File: config.mk
export PLATFORM = sky130hd
export DESIGN_NAME = regfile_sb_flat
export DESIGN_NICKNAME = d
export VERILOG_FILES = /design/src/rtl/regfile_pkg.sv /design/src/rtl/regfile_sb_if.sv /design/src/rtl/regfile_scoreboard.sv /design/src/rtl/regfile_sb.sv /design/src/flat_wrapper.sv
export SDC_FILE = /design/constraint.sdc
export NUM_CORES = 2
export LEC_CHECK = 0
export CAP_MARGIN = 40
export CORE_MARGIN = 2
export CORE_UTILIZATION = 58
export DETAILED_ROUTE_END_ITERATION = 12
export DONT_BUFFER_PORTS = 1
export GPL_TIMING_DRIVEN = 1
export MAX_ROUTING_LAYER = met4
export PLACE_DENSITY = 0.87
export SYNTH_ARGS = -nofsm -noshare
export SYNTH_HDL_FRONTEND = slang
export SYNTH_SLANG_ARGS = --single-unit
File: constraint.sdc
create_clock -name clk -period 27.9 [get_ports clk]
set_clock_uncertainty 0.1 [all_clocks]
set_input_delay 0 -clock clk [delete_from_list [all_inputs] [get_ports clk]]
set_output_delay 0 -clock clk [all_outputs]
set_load 0.01 [all_outputs]
File: src/rtl/regfile_pkg.sv
// Shared constants for the parametrised register file with busy scoreboard.
package regfile_pkg;
  localparam int DW_DEFAULT   = 32;
  localparam int NREG_DEFAULT = 32;
  localparam int NRD_DEFAULT  = 2;
  localparam int REG_ZERO     = 0;
endpackage

File: src/rtl/regfile_sb_if.sv
// Decode-stage register file bus: write/clear, scoreboard set, NRD read ports.
interface regfile_sb_if import regfile_pkg::*; #(
  parameter int DW   = DW_DEFAULT,
  parameter int NREG = NREG_DEFAULT,
  parameter int NRD  = NRD_DEFAULT
);
  localparam int AW = $clog2(NREG);

  logic              wena;
  logic [AW-1:0]     waddr;
  logic [DW-1:0]     wdata;
  logic              wclr;
  logic [NRD*AW-1:0] raddr;
  logic [NRD*DW-1:0] rdata;
  logic [NRD-1:0]    rbusy;
  logic              bset;
  logic [AW-1:0]     baddr;
  logic              busy_any;

  modport master (output wena, waddr, wdata, wclr, raddr, bset, baddr,
                  input  rdata, rbusy, busy_any);
  modport slave  (input  wena, waddr, wdata, wclr, raddr, bset, baddr,
                  output rdata, rbusy, busy_any);
endinterface

File: src/rtl/regfile_scoreboard.sv
// Per-register busy bits: set on multicycle issue, cleared by final writeback, set wins.
// REGFILE_BYPASS_EN: a same-cycle clear hides the busy bit on the matching read port.
module regfile_scoreboard import regfile_pkg::*; #(
  parameter int NREG = NREG_DEFAULT,
  parameter int NRD  = NRD_DEFAULT,
  parameter int AW   = $clog2(NREG)
) (
  input  logic              clk,
  input  logic              rst,
  input  logic              set_i,
  input  logic [AW-1:0]     saddr_i,
  input  logic              clr_i,
  input  logic [AW-1:0]     caddr_i,
  input  logic [NRD*AW-1:0] raddr_i,
  output logic [NRD-1:0]    rbusy_o,
  output logic              busy_any_o
);
  logic [NREG-1:0] busy_q, busy_d;

  // Clear applied first so a same-address set overrides it.
  always_comb begin
    busy_d = busy_q;
    if (clr_i && caddr_i != AW'(REG_ZERO)) busy_d[caddr_i] = 1'b0;
    if (set_i && saddr_i != AW'(REG_ZERO)) busy_d[saddr_i] = 1'b1;
    busy_d[0] = 1'b0;
  end

  always_ff @(posedge clk or posedge rst) begin
    if (rst) busy_q <= '0;
    else     busy_q <= busy_d;
  end

  always_comb begin
    rbusy_o = '0;
    for (int i = 0; i < NRD; i++) begin
      rbusy_o[i] = busy_q[raddr_i[i*AW +: AW]];
`ifdef REGFILE_BYPASS_EN
      if (clr_i && caddr_i == raddr_i[i*AW +: AW]) rbusy_o[i] = 1'b0;
`endif
    end
  end

  assign busy_any_o = |busy_q;
endmodule

File: src/rtl/regfile_sb.sv
// Register file, r0 hard-wired to zero, combinational reads, busy scoreboard.
// REGFILE_BYPASS_EN: forwards same-cycle write data to matching read ports.
module regfile_sb import regfile_pkg::*; #(
  parameter int DW   = DW_DEFAULT,
  parameter int NREG = NREG_DEFAULT,
  parameter int NRD  = NRD_DEFAULT
) (
  input logic         clk,
  input logic         rst,
  regfile_sb_if.slave bus
);
  localparam int AW = $clog2(NREG);

  logic [DW-1:0]     mem_q [NREG];
  logic [NRD*DW-1:0] rdata_c;

  always_ff @(posedge clk or posedge rst) begin
    if (rst) begin
      for (int i = 0; i < NREG; i++) mem_q[i] <= '0;
    end else if (bus.wena && bus.waddr != AW'(REG_ZERO)) begin
      mem_q[bus.waddr] <= bus.wdata;
    end
  end

  always_comb begin
    rdata_c = '0;
    for (int i = 0; i < NRD; i++) begin
      if (bus.raddr[i*AW +: AW] != AW'(REG_ZERO))
        rdata_c[i*DW +: DW] = mem_q[bus.raddr[i*AW +: AW]];
`ifdef REGFILE_BYPASS_EN
      // Forwarding is suppressed during reset so reads stay zero.
      if (!rst && bus.wena && bus.waddr != AW'(REG_ZERO) &&
          bus.waddr == bus.raddr[i*AW +: AW])
        rdata_c[i*DW +: DW] = bus.wdata;
`endif
    end
  end

  assign bus.rdata = rdata_c;

  regfile_scoreboard #(.NREG(NREG), .NRD(NRD), .AW(AW)) u_sb (
    .clk        (clk),
    .rst        (rst),
    .set_i      (bus.bset),
    .saddr_i    (bus.baddr),
    .clr_i      (bus.wena & bus.wclr),
    .caddr_i    (bus.waddr),
    .raddr_i    (bus.raddr),
    .rbusy_o    (bus.rbusy),
    .busy_any_o (bus.busy_any)
  );
endmodule

File: src/flat_wrapper.sv
// flat-port wrapper written by rule: the top's interface ports become plain ports
module regfile_sb_flat import regfile_pkg::*;
#(
  parameter int DW   = DW_DEFAULT,
  parameter int NREG = NREG_DEFAULT,
  parameter int NRD  = NRD_DEFAULT
)
  (clk, rst, bus_wena, bus_waddr, bus_wdata, bus_wclr, bus_raddr, bus_bset, bus_baddr, bus_rdata, bus_rbusy, bus_busy_any);
  regfile_sb_if #(.DW(DW), .NREG(NREG), .NRD(NRD)) bus_i ();
  input logic clk;
  input logic rst;
  input wire logic [$bits(bus_i.wena)-1:0] bus_wena;
  input wire logic [$bits(bus_i.waddr)-1:0] bus_waddr;
  input wire logic [$bits(bus_i.wdata)-1:0] bus_wdata;
  input wire logic [$bits(bus_i.wclr)-1:0] bus_wclr;
  input wire logic [$bits(bus_i.raddr)-1:0] bus_raddr;
  input wire logic [$bits(bus_i.bset)-1:0] bus_bset;
  input wire logic [$bits(bus_i.baddr)-1:0] bus_baddr;
  output wire logic [$bits(bus_i.rdata)-1:0] bus_rdata;
  output wire logic [$bits(bus_i.rbusy)-1:0] bus_rbusy;
  output wire logic [$bits(bus_i.busy_any)-1:0] bus_busy_any;
  assign bus_i.wena = bus_wena;
  assign bus_i.waddr = bus_waddr;
  assign bus_i.wdata = bus_wdata;
  assign bus_i.wclr = bus_wclr;
  assign bus_i.raddr = bus_raddr;
  assign bus_i.bset = bus_bset;
  assign bus_i.baddr = bus_baddr;
  assign bus_rdata = bus_i.rdata;
  assign bus_rbusy = bus_i.rbusy;
  assign bus_busy_any = bus_i.busy_any;
  regfile_sb #(.DW(DW), .NREG(NREG), .NRD(NRD)) u_core (.clk(clk), .rst(rst), .bus(bus_i));
endmodule
==> flow_summary.toml <==
[setup_path]
r2r-start = "u_core.u_sb.busy_q[3]"
worstSetupStartpointType = "input port"
worstSetupPathType = "input port to asynchronous set/reset pin"
critPathCaptureType = "asynchronous set/reset pin"
path_common_cell = "buf_4"
cp_data_arrival_time_ns = 4.42
required_ns = 28.66
worstPathCellList = "dlygate4sd3_1 -> dlygate4sd3_1 -> clkinvlp_4 -> buf_4 -> buf_4 -> buf_16 -> buf_4 -> buf_4 -> buf_12"
max_stage_delay_ns = 0.75
cpMaxStageDelayCell = "buf_4"
crit_start = "rst"
worstPathMaxFanout = 70

[power]
p_sw_mw = 1.186
seq_power_share_pct = 46.8
switching_share_pct = 26.98
pwr-share-comb_pct = 19.1
ir_worst_vdd_uv = 54.67
power.internal_mw = 3.209
cellLeakagePower_nw = 26.52
power.density_nw_per_um2 = 71.59
power_frac_clock_pct = 34.1

[detailed_routing]
wl_per_cell_um = 33.71
routed_wl_um = 171200
drc = 0
drtIter0Drc = 5026
dr.pass1.iters = 8
ant_nets = 0
viasPerCell = 7.519
vias = 38190

[hold_path]
hold_start = "bus_wdata[23]"
hold_class = "input port to register"

[timing]
worstMarginPinSlew_ns = 1.160
fin_crit_sh_pct = 13.12
period_needed_ns = 3.660
relSlewSlack_pct = 22.66
finalHoldViolations = 1
slew_viol_final = 0
rsz0062_at_grt = "no"
setup_viol = 0
fin_setup_tns_ns = 0
whs_ns = -0.003297
fmax_mhz = 273.2

[grt]
antenna_found_initial = 6
grt_max_degree = 299
use_met1_pct = 44.11
groute.usage.overall_pct = 35.81
grt-busiest-layer = "met2"
first_global_vias = 39650
grtUsageMet3_pct = 10.63
grt-ovfl-total = 0
grt_first_pass_wirelength_um = 255300
met2_usage_pct = 52.90

[synth]
synth_top_cell_by_area = "dfrtp_1"
syn_area_per_cell_um2 = 14.47
ys_seq_area_share_pct = 47.01
yosys_register_bits = 1055
synth_top_area_share_pct = 47.01
synth_area_um2 = 56150
synth_edf_count = 0
synth_ff_type = "dfrtp_1"
yosysWarnings = 0
yosys.cell_types.count = 45
synthTopCellsByArea = "dfrtp_1 47%, mux2_2 19%, mux4_2 19%"
syn_inst = 3882
ys_async_sr_fraction_pct = 100.0
synthesis.nets = 3939

[cells_and_area]
fillers = 6387
finalNetCount = 3767
layout-drive-gt1-share_pct = 46.52
synthToLayoutAreaGrowth_pct = 9.314
postLayoutCellArea_um2 = 61380

[cts]
cts_made_buffers = 107
ctsRootBufferMaster = "clkbuf_16"
cts_buffer_depth = 3
clock_latency_ns = 0.70
cts_sinks = 1055
htree_levels = 3
clk_pin_slew_ns = 0.06
cts_tree = "built"

[floorplan]
std_cell_rows = 114
dieArea_um2 = 99320
die_h_um = 315.2
boundaryPins = 124
die_x_um = 315.2
initial_core_util_pct = 58.32
core_um2 = 96280

[run_status]
violations = "hold timing"
status = "finished with violations"

[placed_design]
place_hpwl_um = 88180
portBuffers = 0
place_area_um2 = 56710
gp_congestion = 0.8687

[job]
maxCapViolations = 0
## cell usage in the layout, fill, tap and decap left out, drive strengths merged, types with 41 or more instances in the layout
cell / count
a221oi: 52
a22oi: 64
buf: 111
clkbuf: 147
dfrtp: 1055
dlygate4sd3: 57
mux2: 962
mux2i: 194
mux4: 466
nand2: 236
nor2b: 41
o21ai: 105
## state kept, by name (all words and copies together) (netlist names)
register	cells
u_core.mem_q	1024
u_core.u_sb.busy_q	31
## cells by family (layout without fill, tap and decap cells)
kind of cell           Yosys count  count (layout)  synth area share (%)
buffers and inverters          455             371                 3.574
DFF                           1055            1055                 47.01
AOI/OAI and AO/OA              389             389                 5.062
muxes                         1622            1622                 41.44
and+or+nand+nor                361             361                 2.910
other                            0               6                     0
## power by group through the flow
| stage | Combinational, mW | Sequential [mW] | Clock (mW) |
|---|---|---|---|
| 3_5_place_dp | 0.781 | 2.06 | 0 |
| 3_3_place_gp | 0.744 | 2.04 | 0 |
| 6_report | 0.837 | 2.06 | 1.50 |
| 4_1_cts | 0.821 | 2.04 | 1.50 |
| 5_1_grt | 0.887 | 2.08 | 1.57 |
| 2_1_floorplan | 0.704 | 1.99 | 0 |
## worst paths after layout
kind	to	slack, ns	depth (start not counted)
min reg2reg	u_core.mem_q[1000]	0.29	0
max reg2reg	u_core.u_sb.busy_q[3]	26.48	2
max	u_core.mem_q[936]	24.24	9
max in group clk	u_core.mem_q[888]	24.80	7
min	u_core.mem_q[631]	-0.003	3
min in group asynchronous	u_core.mem_q[759]	0.40	4
## metrics by stage
step	setup WS, ns	hold WS [ns]	power [mW]	util (%)	instances
CTS	24.16	0.003868	4.361	63.29	5044
floorplan	13.25	0.05169	2.695	-	3882
global placement	22.97	-0.07119	2.780	58.66	4772
detailed placement	24.16	-0.06107	2.843	58.90	4789
global route	23.79	0.02652	4.537	63.76	5080
finish	24.24	-0.003297	4.395	63.76	5080
## layout make-up
class                      instances  area [um^2]  area share, %
timing repair buffer             170         1750          2.852
multi-input combinational       2372        27960          45.55
tap                             1276         1597          2.601
clock buffer                     145         3002          4.890
sequential                      1055        26400          43.01
antenna                            6        15.01        0.02446
clock inverter                    52        636.9          1.038
inverter                           4        22.52        0.03669
## layer usage
metal / part of all wire, % / vias to the layer above / wire length, um
met4: 6.8 / 0 / 11670
li1: - / 14630 / -
met1: 35 / 19870 / 59170
met5: 0 / - / 0
met2: 46 / 2888 / 77990
met3: 13 / 804 / 22400
## cell usage after synthesis (32+ instances only)
cell type / count
a211oi_1: 32
a221o_1: 32
a221oi_1: 52
a22oi_1: 64
a311oi_1: 32
a31oi_1: 32
buf_2: 143
clkbuf_1: 254
dfrtp_1: 1055
mux2_2: 956
mux2i_1: 194
mux4_2: 466
nand2_1: 236
nor2b_1: 41
o21ai_0: 105
## worst max-delay path: cells and delay by family
kind / cells / cell delay, ns
buf+inv: 9 / 4.25
## what timing repair did
item | CTS | global route
buffers inserted | 0 | 0
endpoints found under the hold margin | 1113 | 0
hold buffers | 58 | 0
resized for setup | 0 | 0
Note: power is estimated with default switching activity, not from simulation.
